===== src/rtl/heap_level_store.sv =====
// -----------------------------------------------------------------------------
// heap_level_store
//
// Count/address/valid storage for one level of the sorted max-heap. It holds
// NUM_CNT = 2**(CURRENT_LEVEL-1) entries.
//
// Features:
//   - Two write ports (A and B), so a sift swap can update parent and child in
//     a single cycle.
//   - A saturating in-place count increment.
//   - A registered sibling-pair read port that feeds the sift comparator.
//   - Collision and range error pulses.
//
// Optional feature (macro HEAP_LEVEL_STORE_RD_BYPASS_EN):
//   - Defined:   a read of an entry that is updated in the same cycle returns
//                the post-update value.
//   - Undefined: the read returns the pre-update register value.
//   Store behaviour is identical either way.
//
// Ports:
//   clk, rst            clock; synchronous active-high reset
//   clear               synchronous flush of all entries
//   wr_a_* / wr_b_*     write ports; A has priority over B
//   inc_en, inc_index   saturating +1 on one entry's count
//   rd_en, rd_pair      pair read request; pair k selects entries 2k and 2k+1
//   rd_valid, rd_*0/1   registered pair read result
//   stored_cnt/addr     live register arrays, packed with entry i at slice i
//   entry_valid         per-entry occupied bit
//   err_collide         pulse: an operation was dropped because it collided
//   err_range           pulse: an enabled index was out of range
//
// Handshake: every strobe (wr_a_en, wr_b_en, inc_en, rd_en) is accepted in
// the cycle it is high. There is no backpressure. rd_valid is high for exactly
// one cycle, one cycle after rd_en. rd_* data holds its value while rd_valid
// is low.
// -----------------------------------------------------------------------------
module heap_level_store #(
    parameter int CNT_SIZE      = 20,
    parameter int ADDR_SIZE     = 28,
    parameter int TOTAL_LEVEL   = 6,
    parameter int CURRENT_LEVEL = 3,
    localparam int NUM_CNT      = 2 ** (CURRENT_LEVEL - 1)
) (
    input  logic                          clk,
    input  logic                          rst,
    input  logic                          clear,
    input  logic                          wr_a_en,
    input  logic [TOTAL_LEVEL-1:0]        wr_a_index,
    input  logic [CNT_SIZE-1:0]           wr_a_cnt,
    input  logic [ADDR_SIZE-1:0]          wr_a_addr,
    input  logic                          wr_b_en,
    input  logic [TOTAL_LEVEL-1:0]        wr_b_index,
    input  logic [CNT_SIZE-1:0]           wr_b_cnt,
    input  logic [ADDR_SIZE-1:0]          wr_b_addr,
    input  logic                          inc_en,
    input  logic [TOTAL_LEVEL-1:0]        inc_index,
    input  logic                          rd_en,
    input  logic [TOTAL_LEVEL-1:0]        rd_pair,
    output logic                          rd_valid,
    output logic [CNT_SIZE-1:0]           rd_cnt0,
    output logic [CNT_SIZE-1:0]           rd_cnt1,
    output logic [ADDR_SIZE-1:0]          rd_addr0,
    output logic [ADDR_SIZE-1:0]          rd_addr1,
    output logic                          rd_vld0,
    output logic                          rd_vld1,
    output logic [CNT_SIZE*NUM_CNT-1:0]   stored_cnt,
    output logic [ADDR_SIZE*NUM_CNT-1:0]  stored_addr,
    output logic [NUM_CNT-1:0]            entry_valid,
    output logic                          err_collide,
    output logic                          err_range
);

    localparam int NUM_PAIR = (NUM_CNT + 1) / 2;
    // NUM_CNT <= 2**(TOTAL_LEVEL-1), so both bounds fit in an index word.
    localparam logic [TOTAL_LEVEL-1:0] NUM_CNT_IDX  = TOTAL_LEVEL'(NUM_CNT);
    localparam logic [TOTAL_LEVEL-1:0] NUM_PAIR_IDX = TOTAL_LEVEL'(NUM_PAIR);
    localparam logic [CNT_SIZE-1:0]    CNT_MAX      = {CNT_SIZE{1'b1}};

    logic [CNT_SIZE-1:0]  cnt_q   [NUM_CNT];
    logic [ADDR_SIZE-1:0] addr_q  [NUM_CNT];
    logic [NUM_CNT-1:0]   vld_q;

    // Post-update values before clear is applied.
    logic [CNT_SIZE-1:0]  cnt_nxt  [NUM_CNT];
    logic [ADDR_SIZE-1:0] addr_nxt [NUM_CNT];
    logic [NUM_CNT-1:0]   vld_nxt;

    logic a_ok, b_ok, inc_ok, rd_in;
    logic b_drop, inc_drop;
    logic range_hit, collide_hit;

    logic [CNT_SIZE-1:0]  sel_cnt0, sel_cnt1;
    logic [ADDR_SIZE-1:0] sel_addr0, sel_addr1;
    logic                 sel_vld0, sel_vld1;

    // ---------------------------------------------------------------- decode
    always_comb begin
        a_ok   = wr_a_en && (wr_a_index < NUM_CNT_IDX);
        b_ok   = wr_b_en && (wr_b_index < NUM_CNT_IDX);
        inc_ok = inc_en  && (inc_index  < NUM_CNT_IDX);
        rd_in  = rd_pair < NUM_PAIR_IDX;

        // B loses to A on the same entry.
        b_drop = a_ok && b_ok && (wr_a_index == wr_b_index);

        // An increment loses to any in-range write of the same entry. This
        // includes a B write that is itself dropped.
        inc_drop = inc_ok &&
                   ((a_ok && (inc_index == wr_a_index)) ||
                    (b_ok && (inc_index == wr_b_index)));

        range_hit = (wr_a_en && !(wr_a_index < NUM_CNT_IDX)) ||
                    (wr_b_en && !(wr_b_index < NUM_CNT_IDX)) ||
                    (inc_en  && !(inc_index  < NUM_CNT_IDX)) ||
                    (rd_en   && !rd_in);
        collide_hit = b_drop || inc_drop;
    end

    // ------------------------------------------------------ per-entry update
    always_comb begin
        vld_nxt = vld_q;
        for (int i = 0; i < NUM_CNT; i++) begin
            cnt_nxt[i]  = cnt_q[i];
            addr_nxt[i] = addr_q[i];
            if (a_ok && (wr_a_index == TOTAL_LEVEL'(i))) begin
                cnt_nxt[i]  = wr_a_cnt;
                addr_nxt[i] = wr_a_addr;
                vld_nxt[i]  = 1'b1;
            end else if (b_ok && !b_drop && (wr_b_index == TOTAL_LEVEL'(i))) begin
                cnt_nxt[i]  = wr_b_cnt;
                addr_nxt[i] = wr_b_addr;
                vld_nxt[i]  = 1'b1;
            end else if (inc_ok && !inc_drop && (inc_index == TOTAL_LEVEL'(i))) begin
                // Valid bit is left alone; an invalid entry still counts.
                cnt_nxt[i] = (cnt_q[i] == CNT_MAX) ? cnt_q[i]
                                                   : cnt_q[i] + CNT_SIZE'(1);
            end
        end
    end

    // ------------------------------------------------------ pair read select
    // An out-of-range pair matches no entry, so it reads as zeros. For
    // NUM_CNT == 1, slot 1 has no entry and stays zero.
    always_comb begin
        sel_cnt0  = '0;
        sel_cnt1  = '0;
        sel_addr0 = '0;
        sel_addr1 = '0;
        sel_vld0  = 1'b0;
        sel_vld1  = 1'b0;
        for (int i = 0; i < NUM_CNT; i++) begin
            if (TOTAL_LEVEL'(i / 2) == rd_pair) begin
`ifdef HEAP_LEVEL_STORE_RD_BYPASS_EN
                if ((i % 2) == 0) begin
                    sel_cnt0  = cnt_nxt[i];
                    sel_addr0 = addr_nxt[i];
                    sel_vld0  = vld_nxt[i];
                end else begin
                    sel_cnt1  = cnt_nxt[i];
                    sel_addr1 = addr_nxt[i];
                    sel_vld1  = vld_nxt[i];
                end
`else
                if ((i % 2) == 0) begin
                    sel_cnt0  = cnt_q[i];
                    sel_addr0 = addr_q[i];
                    sel_vld0  = vld_q[i];
                end else begin
                    sel_cnt1  = cnt_q[i];
                    sel_addr1 = addr_q[i];
                    sel_vld1  = vld_q[i];
                end
`endif
            end
        end
    end

    // --------------------------------------------------------------- storage
    always_ff @(posedge clk) begin
        if (rst) begin
            vld_q <= '0;
            for (int i = 0; i < NUM_CNT; i++) begin
                cnt_q[i]  <= '0;
                addr_q[i] <= '0;
            end
        end else if (clear) begin
            vld_q <= '0;
            for (int i = 0; i < NUM_CNT; i++) begin
                cnt_q[i]  <= '0;
                addr_q[i] <= '0;
            end
        end else begin
            vld_q <= vld_nxt;
            for (int i = 0; i < NUM_CNT; i++) begin
                cnt_q[i]  <= cnt_nxt[i];
                addr_q[i] <= addr_nxt[i];
            end
        end
    end

    // ------------------------------------------------- read port and errors
    // clear does not gate the read; it returns the data present before the
    // flush.
    always_ff @(posedge clk) begin
        if (rst) begin
            rd_valid    <= 1'b0;
            rd_cnt0     <= '0;
            rd_cnt1     <= '0;
            rd_addr0    <= '0;
            rd_addr1    <= '0;
            rd_vld0     <= 1'b0;
            rd_vld1     <= 1'b0;
            err_collide <= 1'b0;
            err_range   <= 1'b0;
        end else begin
            rd_valid    <= rd_en;
            err_collide <= collide_hit;
            err_range   <= range_hit;
            if (rd_en) begin
                rd_cnt0  <= sel_cnt0;
                rd_cnt1  <= sel_cnt1;
                rd_addr0 <= sel_addr0;
                rd_addr1 <= sel_addr1;
                rd_vld0  <= sel_vld0;
                rd_vld1  <= sel_vld1;
            end
        end
    end

    // ---------------------------------------------------------- live outputs
    for (genvar g = 0; g < NUM_CNT; g++) begin : g_pack
        assign stored_cnt[g*CNT_SIZE +: CNT_SIZE]    = cnt_q[g];
        assign stored_addr[g*ADDR_SIZE +: ADDR_SIZE] = addr_q[g];
    end
    assign entry_valid = vld_q;

endmodule

===== config.mk =====
export PLATFORM = sky130hd
export DESIGN_NAME = heap_level_store
export DESIGN_NICKNAME = d
export VERILOG_FILES = /design/src/rtl/heap_level_store.sv
export SDC_FILE = /design/constraint.sdc
export NUM_CORES = 1
export LEC_CHECK = 0
export BUFFER_PORTS_ARGS = -buffer_cell sky130_fd_sc_hd__buf_2
export CAP_MARGIN = 40
export CORE_UTILIZATION = 50
export DETAILED_ROUTE_END_ITERATION = 8
export PLACE_DENSITY = 0.76
export SYNTH_ARGS = -nofsm -noshare
export SYNTH_HDL_FRONTEND = slang
export SYNTH_SLANG_ARGS = --single-unit

===== constraint.sdc =====
create_clock -name clk -period 5 [get_ports clk]
set_input_delay 0.25 -clock clk [delete_from_list [all_inputs] [get_ports clk]]
set_output_delay 0.25 -clock clk [all_outputs]
set_load 0.005 [all_outputs]

* Yosys cells after proc, flatten, opt, wreduce, memory -nomap -nowiden
Memories as Yosys holds them, arrays and structs flattened. Index checks and enable logic that the tools add are counted.
Storage, ports and cells: memory bits (writable) 192, memories 2, flip-flop bits (word level) 105, output and inout bits 297, logic and storage cells 170, bits of input ports 127
Memories:
- addr_q | words 4, width 28, rd ports 4, clocked after memory_dff 0, write ports 4, RTL line 80 | logic [ADDR_SIZE-1:0] addr_q [NUM_CNT];
- cnt_q | words 4, width 20, rd ports 4, clocked after memory_dff 0, write ports 4, RTL line 79 | logic [CNT_SIZE-1:0] cnt_q [NUM_CNT];
Cells by class: reduce and logical (&&, ||, !) cells 46, eq/ne operators 17, muxes and demuxes 68, bitwise operators 16, add/subtract/negate cells 4, $lt $le $gt $ge 4
Operators by type and width (number):
- 20-bit 2-to-1 mux | 28
- 28-bit 2-to-1 mux | 20
- 20-bit by 1-bit adder with 20-bit output (second input constant) | 4
- 20-bit equality test (second input constant) | 4
- 6-bit by 2-bit equality test with 1-bit output (second input constant) | 6
- 1-bit logical AND | 26
- 6-bit zero test | 4
- 1-bit 2-to-1 mux | 20
- 6-bit by 1-bit equality test with 1-bit output (second input constant) | 3
- 6-bit equality test | 3
- 6-bit by 3-bit less-than comparator with 1-bit output (second input constant) | 3
- 1-bit bitwise OR | 16
- 2-bit nonzero test | 4
- 1-bit by 6-bit equality test with 1-bit output (first input constant) | 1
- 1-bit zero test | 6
- 6-bit by 2-bit less-than comparator with 1-bit output (second input constant) | 1
- 1-bit logical OR | 5
- 2-bit OR reduction | 1

* Depth between registers and ports, before layout
word-level depth 12, gate-level depth with buffers 10, depth with buffers taken out 7

* Worst setup path after synthesis
OpenSTA, ideal clock, no wires.
path kind input-to-reg, start point in wr_a_index[5], end point mem cnt_q[1][0], enable pin, library setup time 0.339 ns, stages on the path 6, data arrival time 3.207 ns, required time 4.661 ns, path slack 1.454 ns, buffers on the path 1, path through or4_4 or4b_4 o2111ai_1 buf_2 nand3_1 a31o_1
RTL lines:
- from (decl) | RTL line 48 | input logic [TOTAL_LEVEL-1:0] wr_a_index,
- to (decl) | RTL line 79

==> key figures <==
Route
  • Routed met1 length: 21.5 mm
  • Vias post-DR: 15900
  • Met2 WL: 27.3 mm
  • Vias per cell: 6.18
  • Metal3 WL: 6.33 mm
  • DRC viols: 1
  • Top Metal Used: met5
  • Antenna-violating nets left: 0
  • Drt wl/cell: 22.5 um
  • Final wirelength: 57.9 mm
  • 1st-iter DRT viols: 1746
  • Detailed Routing Iterations Pass 1: 9

Cells and area
  • Non-Filler Instances: 2569
  • Nets@finish: 2260
  • Share of post-route cells with drive strength above 1: 29.7%
  • Core Util, Final: 62.3%
  • Fill cell count: 2697
  • Area growth from synthesis to layout: 22.7%
  • Area occupied by multi-input gates: 8070 um2
  • FF+latch area: 7390 um2
  • Finished layout cell area: 19600 um2

Clocking
  • Root buf cell: clkbuf_16
  • CTS Buf Count: 35
  • Post-CTS Resized: 0
  • Bufs on Longest Clock Path: 3
  • Worst skew pair latency: 0.52 ns
  • CTS tree: done
  • Post-CTS Setup Bufs: 0
  • Clk pin slew, worst setup/hold paths: 0.07 ns
  • # hold bufs at CTS: 0
  • Clock Sinks: 297
  • CTS H-tree lvls: 2

Timing
  • Max Slew Vio Count: 0
  • Final setup vio count: 0
  • Final Hold Vio Count: 0
  • Sum Neg Setup Slack: 0 ns
  • RSZ-0062 raised after global routing: false
  • Clock skew: 0.0212 ns
  • Worst Max-Slew Pin Slew: 0.955 ns
  • Final min period: 3.34 ns
  • Final period util: 66.8%
  • Max-slew headroom: 36.3%
  • Max Fclk: 299 MHz

Place
  • Placer Congestion: 0.984
  • DP HPWL: 40.2 mm
  • I/O Buffers: 423
  • Placed cells: 2494
  • Placed Area: 18500 um2

Yosys
  • Area leader, netlist: edfxtp_1
  • FF+latch count, synth: 297
  • Dominant synthesized flop cell: dfxtp_1
  • Cells after synthesis: 1780
  • Largest cells by area after synthesis: edfxtp_1 (27%), dfxtp_1 (19%), a21oi_1 (7.3%)
  • Register area share after synthesis: 46.2%
  • Synthesized area: 16000 um2
  • Most frequent cell after synthesis: nand2_1
  • Number of flops mapped to enable cells by yosys: 144
  • Async S/R FF share, synth: 0%
  • Top cell type's share of synthesized area: 27.1%
  • Mapped Avg Cell Area: 8.98 um2
  • Most frequent cells after synthesis: nand2_1 (307), a21oi_1 (234), dfxtp_1 (153)
  • Synth unique cells: 65
  • Yosys warnings: 0
  • Post-Syn Nets: 1911

Setup path
  • Reg2Reg Setup Slack: 1.66 ns
  • Reg2Reg Launch Point: cnt_q[2][0]$_SDFFE_PP0P_
  • Critical path required time: 5.39 ns
  • RR Endpoint: cnt_q[2][7]$_SDFFE_PP0P_
  • Startpoint Class: flop
  • CP max FO: 21
  • Critical path type: reg2reg
  • WP data arrival: 3.73 ns
  • R2r worst-path depth: 7
  • Worst setup EP type: flop

GRT
  • Global-route usage over all layers: 34.3%
  • First-pass GRT wire length: 87.3 mm
  • Total congestion overflow: 0
  • Pin count of the biggest net entering global routing: 90
  • Initial antenna violation count: 12
  • Vias in the first global route: 14700

Worst hold path
  • Hold Crit Start: wr_a_addr[17]
  • Hold path cells: 3
  • Tightest Hold Check Type: in2reg
  • Hold worst-path end: addr_q[2][17]$_SDFFE_PP0P_

Run
  • MaxCap Viol Count: 0

Power and ir drop
  • Max IR drop VDD: 0.231 mV
  • Power density cells: 300 nW/um2
  • Total design power: 5.89 mW
  • Leakage: 8.25 nW

Floorplanning
  • # IOs: 424
  • Die Y-Extent: 181 um
  • Die Span X: 181 um
  • Row cnt: 65
  • Die area: 32700 um2
  • Initial Util: 50.8%
  • Core footprint: 31500 um2

Run status
  • Status: finished with violations
  • Failing checks: design-rule violations
-- routing by layer --
layer | global-route usage (%) | up-vias
li1 | - | 7132
met3 | 6.55 | 174
met4 | 15.4 | 4
met1 | 43.7 | 7496
met2 | 56.4 | 1078
met5 | 0 | -
-- worst max-delay path, stage by stage, from the launching register on --
cell and delay [ns]:
dfxtp_1 0.48, ha_1 0.29, nand4_1 0.22, nor4_1 0.46, nand4_1 0.22, and3_1 0.51
or2_1 0.67, o211a_1 0.36
-- where the power goes --
group,internal (mW),switching (mW)
Clock,1.45,1.06
Combinational,0.252,0.357
Sequential,2.66,0.110
Total,4.36,1.53
-- logic make-up (layout without fill, tap and decap cells) --
family | count (synthesis) | in the layout | share of synthesized area (%)
AND/OR/NAND/NOR | 730 | 730 | 21.8
flip-flops | 297 | 297 | 46.2
multiplexers | 109 | 109 | 7.58
adder cells (fa/ha/maj) | 4 | 4 | 0.313
other | 0 | 12 | 0
AO/OA/AOI/OAI | 396 | 396 | 15.5
buffers and inverters | 156 | 531 | 3.74
XOR/XNOR | 88 | 88 | 4.82
-- cell type report --
cell class / instances / share of cell area [%]
multi-input cells: 1327 / 41.1
flip-flops and latches: 297 / 37.7
clock buffers: 49 / 5.25
diodes: 12 / 0.153
clock inverters: 14 / 0.504
inverters: 10 / 0.191
repair buffers: 458 / 12.5
well taps: 402 / 2.56
-- through the flow --
step	hold slack, ns	setup slack (ns)
after floorplan	0.405	1.45
after global placement	0.450	1.47
after CTS	0.0163	1.76
after detailed placement	0.455	1.69
final	0.0314	1.66
after global routing	0.0298	1.49
-- sequential cells by signal, indices dropped and copies added, names as in the netlist --
register	flops
cnt_q	80
rd_addr0	28
rd_vld1	1
err_range	1
rd_cnt1	20
addr_q	112
rd_cnt0	20
err_collide	1
rd_valid	1
rd_vld0	1
entry_valid	4
rd_addr1	28
-- how the worst max path moves through the flow --
| stage | start | end | slack, ns |
|---|---|---|---|
| 2_1_floorplan | wr_a_index[5] | cnt_q[1][0]$_SDFFCE_PN0P_ | 1.45 |
| 6_report | cnt_q[2][0]$_SDFFE_PP0P_ | cnt_q[2][7]$_SDFFE_PP0P_ | 1.66 |
| 4_1_cts | cnt_q[2][0]$_SDFFE_PP0P_ | cnt_q[2][7]$_SDFFE_PP0P_ | 1.76 |
| 3_3_place_gp | wr_a_index[5] | cnt_q[3][10]$_SDFFCE_PN0P_ | 1.47 |
| 3_5_place_dp | wr_a_index[5] | cnt_q[3][10]$_SDFFCE_PN0P_ | 1.69 |
| 5_1_grt | cnt_q[2][0]$_SDFFE_PP0P_ | cnt_q[2][7]$_SDFFE_PP0P_ | 1.49 |
-- placed cells by master (no fill, tap or decap), types with 5 or more instances in the layout --
master     count
a222oi_1      16
and3_1        11
buf_2        421
xnor2_1       45
clkbuf_16     36
a21oi_1      233
inv_1         10
a311oi_1      13
nand2_1      306
nor2_1        65
nor4_1        13
nor2b_1        5
clkbuf_1       5
o22ai_1        6
nor3_1        21
nand4_1       26
xor2_1        43
o21ai_1       10
edfxtp_1     144
mux2_2        96
o211ai_1      27
buf_4         29
o221ai_1      16
a22oi_1        8
mux2i_1       13
diode_2       12
o21ai_0       16
nand2b_1      98
nand3_1      147
and4_1         8
clkbuf_8       8
o211a_1       11
dfxtp_1      153
and2_1         7
Power figures use the tool's default switching activity.
